$ cat src/rtl/icache_if.sv
// Fetch-side and memory-side signals of the direct-mapped instruction cache.
// master = CPU fetch unit plus memory controller, slave = the cache.
interface icache_if;
    logic        fetch_en;
    logic [31:0] fetch_addr;
    logic        inst_valid;
    logic [31:0] inst_data;
    logic        mem_query_en;
    logic [31:0] mem_head_addr;
    logic        mem_block_en;
    logic [31:0] mem_block_data;

    modport master (
        output fetch_en, fetch_addr, mem_block_en, mem_block_data,
        input  inst_valid, inst_data, mem_query_en, mem_head_addr
    );

    modport slave (
        input  fetch_en, fetch_addr, mem_block_en, mem_block_data,
        output inst_valid, inst_data, mem_query_en, mem_head_addr
    );
endinterface

$ cat src/rtl/icache.sv
// Direct-mapped, one-word-per-line instruction cache with a single outstanding
// miss. rdy_in freezes every register; clear_in invalidates all lines.
module icache #(
    parameter int INDEX_BITS = 6,
    parameter int TAG_BITS   = 30 - INDEX_BITS
) (
    input  logic     clk_in,
    input  logic     rst_n_in,
    input  logic     rdy_in,
    input  logic     clear_in,
    icache_if.slave  bus
);
    localparam int LINES = 1 << INDEX_BITS;

    typedef enum logic [1:0] {IDLE, MISS_WAIT, RESPOND} state_t;

    typedef struct packed {
        logic [INDEX_BITS-1:0] idx;
        logic [TAG_BITS-1:0]   tag;
    } miss_t;

    state_t              state, state_n;
    logic [LINES-1:0]    valid, valid_n;
    logic [TAG_BITS-1:0] tag_arr  [LINES];
    logic [31:0]         data_arr [LINES];
    miss_t               miss_q, miss_n;
    logic                clr_seen, clr_n;
    logic                hold_q, hold_n;
    logic                vld_q, vld_n;
    logic [31:0]         data_q, data_n;
    logic                query_q, query_n;
    logic [31:0]         head_q, head_n;
    logic                fill_we;

    logic [INDEX_BITS-1:0] f_idx;
    logic [TAG_BITS-1:0]   f_tag;
    logic                  hit;
    logic                  unused_ok;

    assign f_idx     = bus.fetch_addr[2 +: INDEX_BITS];
    assign f_tag     = bus.fetch_addr[31 -: TAG_BITS];
    assign hit       = valid[f_idx] && (tag_arr[f_idx] == f_tag);
    assign unused_ok = &{1'b0, bus.fetch_addr[1:0]};

    always_comb begin
        state_n = state;
        valid_n = valid;
        miss_n  = miss_q;
        clr_n   = clr_seen;
        hold_n  = 1'b0;
        vld_n   = 1'b0;
        data_n  = data_q;
        query_n = query_q;
        head_n  = head_q;
        fill_we = 1'b0;
        case (state)
            IDLE: begin
                if (clear_in) valid_n = '0;
                // vld_q/hold_q block re-accepting the request whose response is on the bus
                // and a new miss in the cycle right after mem_query_en dropped
                if (bus.fetch_en && !vld_q && !hold_q) begin
                    if (hit && !clear_in) begin
                        vld_n  = 1'b1;
                        data_n = data_arr[f_idx];
                    end else begin
                        query_n = 1'b1;
                        head_n  = {bus.fetch_addr[31:2], 2'b00};
                        miss_n  = '{idx: f_idx, tag: f_tag};
                        clr_n   = 1'b0;
                        state_n = MISS_WAIT;
                    end
                end
            end
            MISS_WAIT: begin
                if (clear_in) begin
                    valid_n = '0;
                    clr_n   = 1'b1;
                end
                if (bus.mem_block_en) begin
                    query_n = 1'b0;
                    fill_we = 1'b1;
                    // a clear in the fill cycle itself also wipes the new line
                    valid_n[miss_q.idx] = ~clear_in;
                    if (clr_seen || clear_in) begin
                        state_n = IDLE;
                        hold_n  = 1'b1;
                    end else begin
                        state_n = RESPOND;
                        vld_n   = 1'b1;
                        data_n  = bus.mem_block_data;
                    end
                end
            end
            RESPOND: begin
                if (clear_in) valid_n = '0;
                state_n = IDLE;
            end
            default: state_n = IDLE;
        endcase
    end

    always_ff @(posedge clk_in or negedge rst_n_in) begin
        if (!rst_n_in) begin
            state <= IDLE;
        end else if (rdy_in) begin
            state <= state_n;
        end
    end

    always_ff @(posedge clk_in or negedge rst_n_in) begin
        if (!rst_n_in) begin
            valid    <= '0;
            miss_q   <= '0;
            clr_seen <= 1'b0;
            hold_q   <= 1'b0;
            vld_q    <= 1'b0;
            data_q   <= '0;
            query_q  <= 1'b0;
            head_q   <= '0;
        end else if (rdy_in) begin
            valid    <= valid_n;
            miss_q   <= miss_n;
            clr_seen <= clr_n;
            hold_q   <= hold_n;
            vld_q    <= vld_n;
            data_q   <= data_n;
            query_q  <= query_n;
            head_q   <= head_n;
        end
    end

    always_ff @(posedge clk_in) begin
        if (rdy_in && fill_we) begin
            tag_arr[miss_q.idx]  <= miss_q.tag;
            data_arr[miss_q.idx] <= bus.mem_block_data;
        end
    end

    // clear_in during RESPOND withdraws the pulse in the same cycle
    assign bus.inst_valid    = vld_q && !(state == RESPOND && clear_in);
    assign bus.inst_data     = data_q;
    assign bus.mem_query_en  = query_q;
    assign bus.mem_head_addr = head_q;
endmodule

$ cat src/flat_wrapper.sv
// flat-port wrapper written by rule: the top's interface ports become plain ports
module icache_flat 
#(
    parameter int INDEX_BITS = 6,
    parameter int TAG_BITS   = 30 - INDEX_BITS
)
  (clk_in, rst_n_in, rdy_in, clear_in, bus_fetch_en, bus_fetch_addr, bus_mem_block_en, bus_mem_block_data, bus_inst_valid, bus_inst_data, bus_mem_query_en, bus_mem_head_addr);
  icache_if bus_i ();
  input  logic clk_in;
  input  logic rst_n_in;
  input  logic rdy_in;
  input  logic clear_in;
  input wire logic [$bits(bus_i.fetch_en)-1:0] bus_fetch_en;
  input wire logic [$bits(bus_i.fetch_addr)-1:0] bus_fetch_addr;
  input wire logic [$bits(bus_i.mem_block_en)-1:0] bus_mem_block_en;
  input wire logic [$bits(bus_i.mem_block_data)-1:0] bus_mem_block_data;
  output wire logic [$bits(bus_i.inst_valid)-1:0] bus_inst_valid;
  output wire logic [$bits(bus_i.inst_data)-1:0] bus_inst_data;
  output wire logic [$bits(bus_i.mem_query_en)-1:0] bus_mem_query_en;
  output wire logic [$bits(bus_i.mem_head_addr)-1:0] bus_mem_head_addr;
  assign bus_i.fetch_en = bus_fetch_en;
  assign bus_i.fetch_addr = bus_fetch_addr;
  assign bus_i.mem_block_en = bus_mem_block_en;
  assign bus_i.mem_block_data = bus_mem_block_data;
  assign bus_inst_valid = bus_i.inst_valid;
  assign bus_inst_data = bus_i.inst_data;
  assign bus_mem_query_en = bus_i.mem_query_en;
  assign bus_mem_head_addr = bus_i.mem_head_addr;
  icache #(.INDEX_BITS(INDEX_BITS), .TAG_BITS(TAG_BITS)) u_core (.clk_in(clk_in), .rst_n_in(rst_n_in), .rdy_in(rdy_in), .clear_in(clear_in), .bus(bus_i));
endmodule
$ cat config.mk
export PLATFORM = sky130hd
export DESIGN_NAME = icache_flat
export DESIGN_NICKNAME = d
export VERILOG_FILES = /design/src/rtl/icache_if.sv /design/src/rtl/icache.sv /design/src/flat_wrapper.sv
export SDC_FILE = /design/constraint.sdc
export NUM_CORES = 2
export LEC_CHECK = 0
export CAP_MARGIN = 20
export CORE_MARGIN = 2
export CORE_UTILIZATION = 55
export CTS_BUF_LIST = sky130_fd_sc_hd__clkbuf_4 sky130_fd_sc_hd__clkbuf_8 sky130_fd_sc_hd__clkbuf_16
export DETAILED_ROUTE_END_ITERATION = 10
export PLACE_DENSITY = 0.8
export SYNTH_ARGS = -nofsm -noshare
export SYNTH_HDL_FRONTEND = slang
export SYNTH_SLANG_ARGS = --single-unit
$ cat constraint.sdc
create_clock -name clk_in -period 8.35 [get_ports clk_in]
set_input_delay 0.835 -clock clk_in [delete_from_list [all_inputs] [get_ports clk_in]]
set_output_delay 0.835 -clock clk_in [all_outputs]
set_load 0.1 [all_outputs]
======== Word-level counts from Yosys, hierarchy flattened ========
Memories as Yosys holds them, arrays and structs flattened.
Cells that the tools add are included.
storage, ports and cells
  register bits ........................... 162
  latch bits .............................. 0
  bits in writable memories ............... 3584
  memory bits (read-only) ................. 0
  bits of input ports ..................... 70
  memories ................................ 2
operators by class
  add/sub/neg operators ................... 0
  multipliers ............................. 0
  div/mod/pow operators ................... 0
  order comparisons ....................... 3
  eq/ne operators ......................... 9
  shift-type cells ........................ 0
  multiplexer cells ....................... 39
  bitwise logic cells ..................... 2
  reduce and logical (&&, ||, !) cells .... 23
memory list
  name             depth  width  rd ports  clocked after Yosys merged registers in  wr ports  RTL line      source
  u_core.data_arr  64     32     1         0                                        1         icache.sv:25  logic [31:0] data_arr [LINES];
  u_core.tag_arr   64     24     1         0                                        1         icache.sv:24  logic [TAG_BITS-1:0] tag_arr [LINES];
operators by type and width
  kind                                                  number
  2-to-1 mux 64 bit                                     3
  2-to-1 mux 32 bit                                     4
  case mux 64 bit (2 select lines)                      1
  bitwise mux 64 bit                                    1
  case mux 32 bit (2 select lines)                      1
  == test 24 bit                                        1
  2-to-1 mux 1 bit                                      19
  < comparator 6 x 7 -> 1 bit (second input constant)   2
  AND reduction 5 bit                                   2
  logical AND 1 bit                                     8
  2-to-1 mux 2 bit                                      4
  != test 2 bit (second input constant)                 4
  AND reduction 4 bit                                   2
  binary-select mux 1 bit (select 6 bit)                1
  demux 1 bit (select 6 bit)                            1
  >= comparator 6 x 1 -> 1 bit (second input constant)  1
  case mux 1 bit (2 select lines)                       3
  AND reduction 6 bit                                   1
  zero test 1 bit                                       4
  != test 2 x 1 -> 1 bit (second input constant)        2
  case mux 2 bit (2 select lines)                       1
  nonzero test 2 bit                                    2
  == test 2 x 1 -> 1 bit (second input constant)        1
  == test 2 bit (second input constant)                 1
  other kinds (5)                                       6

======== Logic depth before layout (Yosys ltp) ========
  word-level depth ........................ 7
  depth in mapped cells ................... 19
  mapped depth without buffers ............ 10

======== Worst setup path after synthesis ========
No wires, ideal clock.
  path kind ............................... register to register
  start ................................... register u_core.miss_q[24] (netlist bit)
  end ..................................... memory u_core.data_arr[41][0] (enable)
  arrival time ............................ 4.516 ns
  path slack .............................. 3.364 ns
  stages on the path, launching flop included .. 5
  path buffers ............................ 1
  cell sequence ........................... dfrtp_1 -> clkbuf_1 -> nor3b_1 -> nand2_1 -> nor2_1
RTL lines
  what                      RTL line       source
  start: declaration        icache.sv:26   miss_t miss_q, miss_n;
  start signal: assignment  icache.sv:122  miss_q <= miss_n;
  end: declaration          icache.sv:25
No word-level cell before the write port.

======== Final worst setup path ========
  start ................................... input bus_fetch_addr[2]
  end ..................................... register u_core.data_q[4], in the netlist u_core.bus.inst_data[4]
between the ends
  longest elaborated chain between the ends .. 6
  elaborated cells between the ends (all ways) .. 12
RTL lines
  what                                                                                   RTL line            source
  start: declaration                                                                     flat_wrapper.sv:14  input wire logic [$bits(bus_i.fetch_addr)-1:0] bus_fetch_addr;
  memory (64 x 24 bit) / binary-select mux 1 bit (select 6 bit) (equally long branches)  --
  == test 24 bit / 2-to-1 mux 1 bit (equally long branches)                              icache.sv:42        assign hit = valid[f_idx] && (tag_arr[f_idx] == f_tag);
  logical AND 1 bit                                                                      icache.sv:42
  logical AND 1 bit                                                                      icache.sv:62        if (hit && !clear_in) begin
  != test 2 x 1 -> 1 bit (no line)                                                       --
  AND reduction 6 bit (no line)                                                          --
  end signal: assignment                                                                 icache.sv:126       data_q <= data_n;
  end: declaration                                                                       icache.sv:30        logic [31:0] data_q, data_n;
Parallel ways exist; a longest one is shown, timed or not. The select of a mux whose other input is x is not followed.
A chain may end at the register's enable or synchronous reset.

==> results <==
- In this run the remaining antenna-violating nets after routing total 0.
- The delay of the slowest cell on the worst path is 0.86 ns.
- The area of the core is 0.259 mm2.
- The area occupied by multi-input gates is 0.0311 mm2.
- The non-filler instance count after layout is 10376.
- Clock latency on the worst-skew pair, taken at its later pin, is 0.93 ns.
- TritonCTS built the clock tree.
- The number of endpoints with negative hold slack in the final report is 0.
- The remaining max-slew budget at the tightest pin is 14.0%.
- The slack of the worst reg-to-reg path is 3.15 ns.
- In this run the core area contains 187 standard-cell rows.
- The cell repeated most along the worst path is a21oi_1.
- Gates resized during post-CTS repair numbered 0.
- The worst setup path is launched from an input port.
- The number of synthesized flops with an enable pin is 3584.
- The count of synthesis-stage warnings from yosys is 0.
- Clock skew on the completed layout was measured at 0.0734 ns.
- The worst path needs 5.98 ns of the cycle, external delays included.
- The path class of the tightest hold or removal check is input port to asynchronous set/reset pin.
- After detailed routing, the number of vias per cell comes to 7.47.
- In the synthesized netlist the dominant register cell turns out to be edfxtp_1.
- The master cell of the clock root buffer is clkbuf_16.
- The proportion of power drawn by flip-flops and latches is 51.1%.
- The peak fanout along the critical path is 97.
- The async set-reset flop share out of synthesis is 3.55%.
- Summed over all nets, the switching power comes to 11.3 mW.
- The maximum frequency from static timing analysis is 167 MHz.
- Dividing total power by cell area gives a power density of 271 mW/mm2.
- For met2 alone, demand over resource in global routing was 50.7%.
- The area used by sequential logic in the layout is 0.111 mm2.
- Walking the worst path, the cells encountered are buf_16 > buf_4 > mux4_2 > nand2_1 > a21oi_1 > a2111oi_2 > xnor2_1 > or4_1 > nor4_4 > nand3_2 > buf_12 > a21oi_1.
- Cell internal power was estimated by the tool at 32.5 mW.
- The utilization of the core after routing is 62.4%.
- The post-CTS clock slew at the launch and capture registers of the worst setup and hold paths is 0.07 ns.
- Dividing the detail-routed wire length by the instance count gives 41.9 um.
- Detailed routing inserted a total of 77540 vias.
- At the pin with the least slew margin, the transition time is 1.29 ns.
- For this run, global-route usage on met1 was measured as 40.8%.
- The number of distinct library cells after synthesis is 72.
- The total overflow left after global routing is 0.
- The starting density of the core is 55.2%.
- The tree built by TritonCTS fans out to 3716 sinks.
- Synthesis produced 6295 cells.
- The number of antenna violations at the first check in global routing is 25.
- The worst setup path is captured at a flop.
- In the final timing run, aggregate negative setup slack is 0 ns.
- The most utilized layer in the global route result is met2.
- Setup violations remaining at the end of the flow were counted as 0.
- Routability-driven placement finished with a final weighted congestion of 0.837.
- The source of the worst register-to-register timing path is u_core.state[1]$_DFFE_PN0P_.
- The length of the first detailed-routing pass in iterations is 9.
- The number of buffers inserted by post-CTS setup repair is 0.
- The fill cell instance count of the final layout is 15605.
- The first-pass GRT wire length is 595 mm.
- The die is 514 um tall.
- The total length of routed wires is 435 mm.
- The area growth from synthesis to layout is 12.9%.
- Buffers inserted to repair hold after CTS numbered 0.
- For the worst flop-to-flop path, the logic depth is 6.
- The number of buffers added by the clock tree synthesis step is 355.
- The peak supply drop is 0.000221 V.
- In the global route stage, met3 resource usage came out at 9.69%.
- Setup repair after global routing left no endpoint under its margin.
- Entering global routing, the biggest net connects 164 pins.
- The final number of max-transition violations is 0.
- The number of input and output port buffers inserted is 131.
- The post-placement cell count is 9697.
- Dividing the final minimum period by the clock period gives 71.6%.
- For this run, the post-layout net count is 6743.
- The run finished with clean final reports.
- The clock network burns 37.6% of the power.
- The average instance in the mapped netlist occupies 22.8 um2.
- The synthesized netlist occupies a cell area of 0.143 mm2.
- The via count of the first global-routing pass is 76860.
- In this run, the combinational gates consume 11.3% of the power.
- The worst register-to-register path ends at u_core.data_arr[23][23]$_DFFE_PP_.
- The floorplan step defined a die boundary enclosing 0.265 mm2.
- The number of storage elements in the synthesis netlist is 3716.
- The endpoint required time on the critical path is 9.15 ns.
- The cell with the largest stage delay on the worst path is nor4_4.
- The boundary pin count is 136.
- The placement-stage worst setup slack is 1.40 ns.
- The net switching share of the total power is 25.8%.
- The initial DRC count is 15419.
- In the layout the commonest cells are edfxtp_1, mux4_2, clkbuf_16.
- The total DRC errors in the routed layout is 0.
- Setup slack closes at 2.37 ns.
- The signal arrival time at the worst endpoint is 6.78 ns.
- Summing the sequential cell areas from Yosys gives 77.4% of the chip area.
- The worst setup path is of the input port to flop kind.
- The die is 514 um wide.
- The cell leakage power is 51.5 nW.
- The clock tree synthesis step divided the H-tree into 5 levels.
- The max-capacitance violation count is 0.
- The maximum count of clock buffers along a single path is 4.
- The wire-length estimate of the detail-placed layout is 208 mm.
- The post-route netlist has 29.0% of its cells at a drive strength greater than 1.
- The leading cell type in the layout, fill and taps excluded is edfxtp_1.
- For this run, the total global-route usage over all layers was measured as 32.4%.
## logic make-up (layout without fill, tap and decap cells)
logic type,Yosys count,after routing,synth area share (%)
buffers and inverters,366,1029,1.27
AO/OA/AOI/OAI,440,440,2.24
multiplexers,1285,1285,17.4
AND/OR/NAND/NOR,459,459,1.49
flip-flops,3716,3716,77.4
XOR/XNOR,28,28,0.171
other,1,17,0.00262
## worst max path at each step
stage          slack, ns                           from                                    to
5_1_grt             2.47              bus_fetch_addr[2]   u_core.bus.inst_data[4]$_DFFE_PN0P_
4_1_cts             2.22              bus_fetch_addr[2]  u_core.bus.inst_data[23]$_DFFE_PN0P_
3_5_place_dp        1.40              bus_fetch_addr[2]   u_core.bus.inst_data[2]$_DFFE_PN0P_
2_1_floorplan       3.36  u_core.miss_q[24]$_DFFE_PN0P_      u_core.data_arr[41][0]$_DFFE_PP_
6_report            2.37              bus_fetch_addr[2]   u_core.bus.inst_data[4]$_DFFE_PN0P_
3_3_place_gp        1.58              bus_fetch_addr[2]  u_core.bus.inst_data[28]$_DFFE_PN0P_
## power by group through the flow
stage | logic (mW) | registers [mW] | clock network (mW)
after CTS | 4.62 | 22.5 | 16.5
final | 4.94 | 22.4 | 16.5
after global routing | 5.09 | 22.4 | 17.1
after floorplan | 1.47 | 24.2 | 0
after detailed placement | 4.53 | 22.9 | 0
after global placement | 4.38 | 22.9 | 0
## state kept, by name (all words and copies together) (netlist names), 2 cells and up
signal and count:
u_core.data_arr 2048, u_core.tag_arr 1536, u_core.valid 64, u_core.bus.inst_data 32, u_core.miss_q 29, u_core.state 2
## synth_stat cells (6+ instances only)
library cell	count	area share [%]
nand2_1	112	0.29
and2_1	8	0.035
clkbuf_1	130	0.34
a211oi_1	9	0.047
a31oi_1	11	0.048
a221oi_1	18	0.11
inv_1	7	0.018
mux2_1	27	0.21
a22o_1	79	0.48
and3_1	10	0.044
nand2b_1	13	0.057
buf_1	54	0.14
o221ai_1	6	0.037
buf_4	49	0.26
xor2_1	15	0.092
nor2b_1	20	0.087
nor3_1	48	0.17
o22ai_1	35	0.15
nand3_1	25	0.087
mux2i_1	247	1.7
buf_6	18	0.14
xnor2_1	13	0.079
nor2_1	173	0.45
nand4_1	8	0.035
edfxtp_1	3584	75
nor4_1	10	0.044
o21ai_0	26	0.091
dfrtp_1	132	2.3
a31o_2	33	0.20
a22oi_1	102	0.53
a21oi_1	79	0.28
buf_2	104	0.36
mux2_2	50	0.39
mux4_2	961	15
## metrics by stage
step / hold slack (ns) / cell area [um2] / power [mW]
5_1_grt: 0.0546 / 162000 / 44.6
6_report: 0.0228 / 162000 / 43.8
3_5_place_dp: 0.481 / 150000 / 27.5
2_1_floorplan: 0.456 / 143000 / 25.7
4_1_cts: 0.0363 / 161000 / 43.6
3_3_place_gp: 0.464 / 149000 / 27.2
## final cells by class
| cell class | count | area share [%] |
|---|---|---|
| flip-flops and latches | 3716 | 68.5 |
| clock inverters | 189 | 1.17 |
| clock buffers | 454 | 6.07 |
| repair buffers | 375 | 2.32 |
| well taps | 3402 | 2.63 |
| diodes | 15 | 0.0232 |
| inverters | 11 | 0.0317 |
| multi-input cells | 2214 | 19.2 |
## worst max-delay path: cells and delay by family
kind | cells | cell delay (ns)
simple gates | 4 | 2.18
mux | 1 | 0.61
compound gates | 3 | 1.01
xor+xnor | 1 | 0.15
buf+inv | 3 | 1.67
## layer usage
| metal | vias to the layer above | part of all wire, % |
|---|---|---|
| li1 | 27543 | - |
| met1 | 39461 | 30 |
| met2 | 8564 | 47 |
| met3 | 1960 | 15 |
| met4 | 12 | 7.2 |
| met5 | - | 0.017 |
Power figures use the tool's default switching activity.
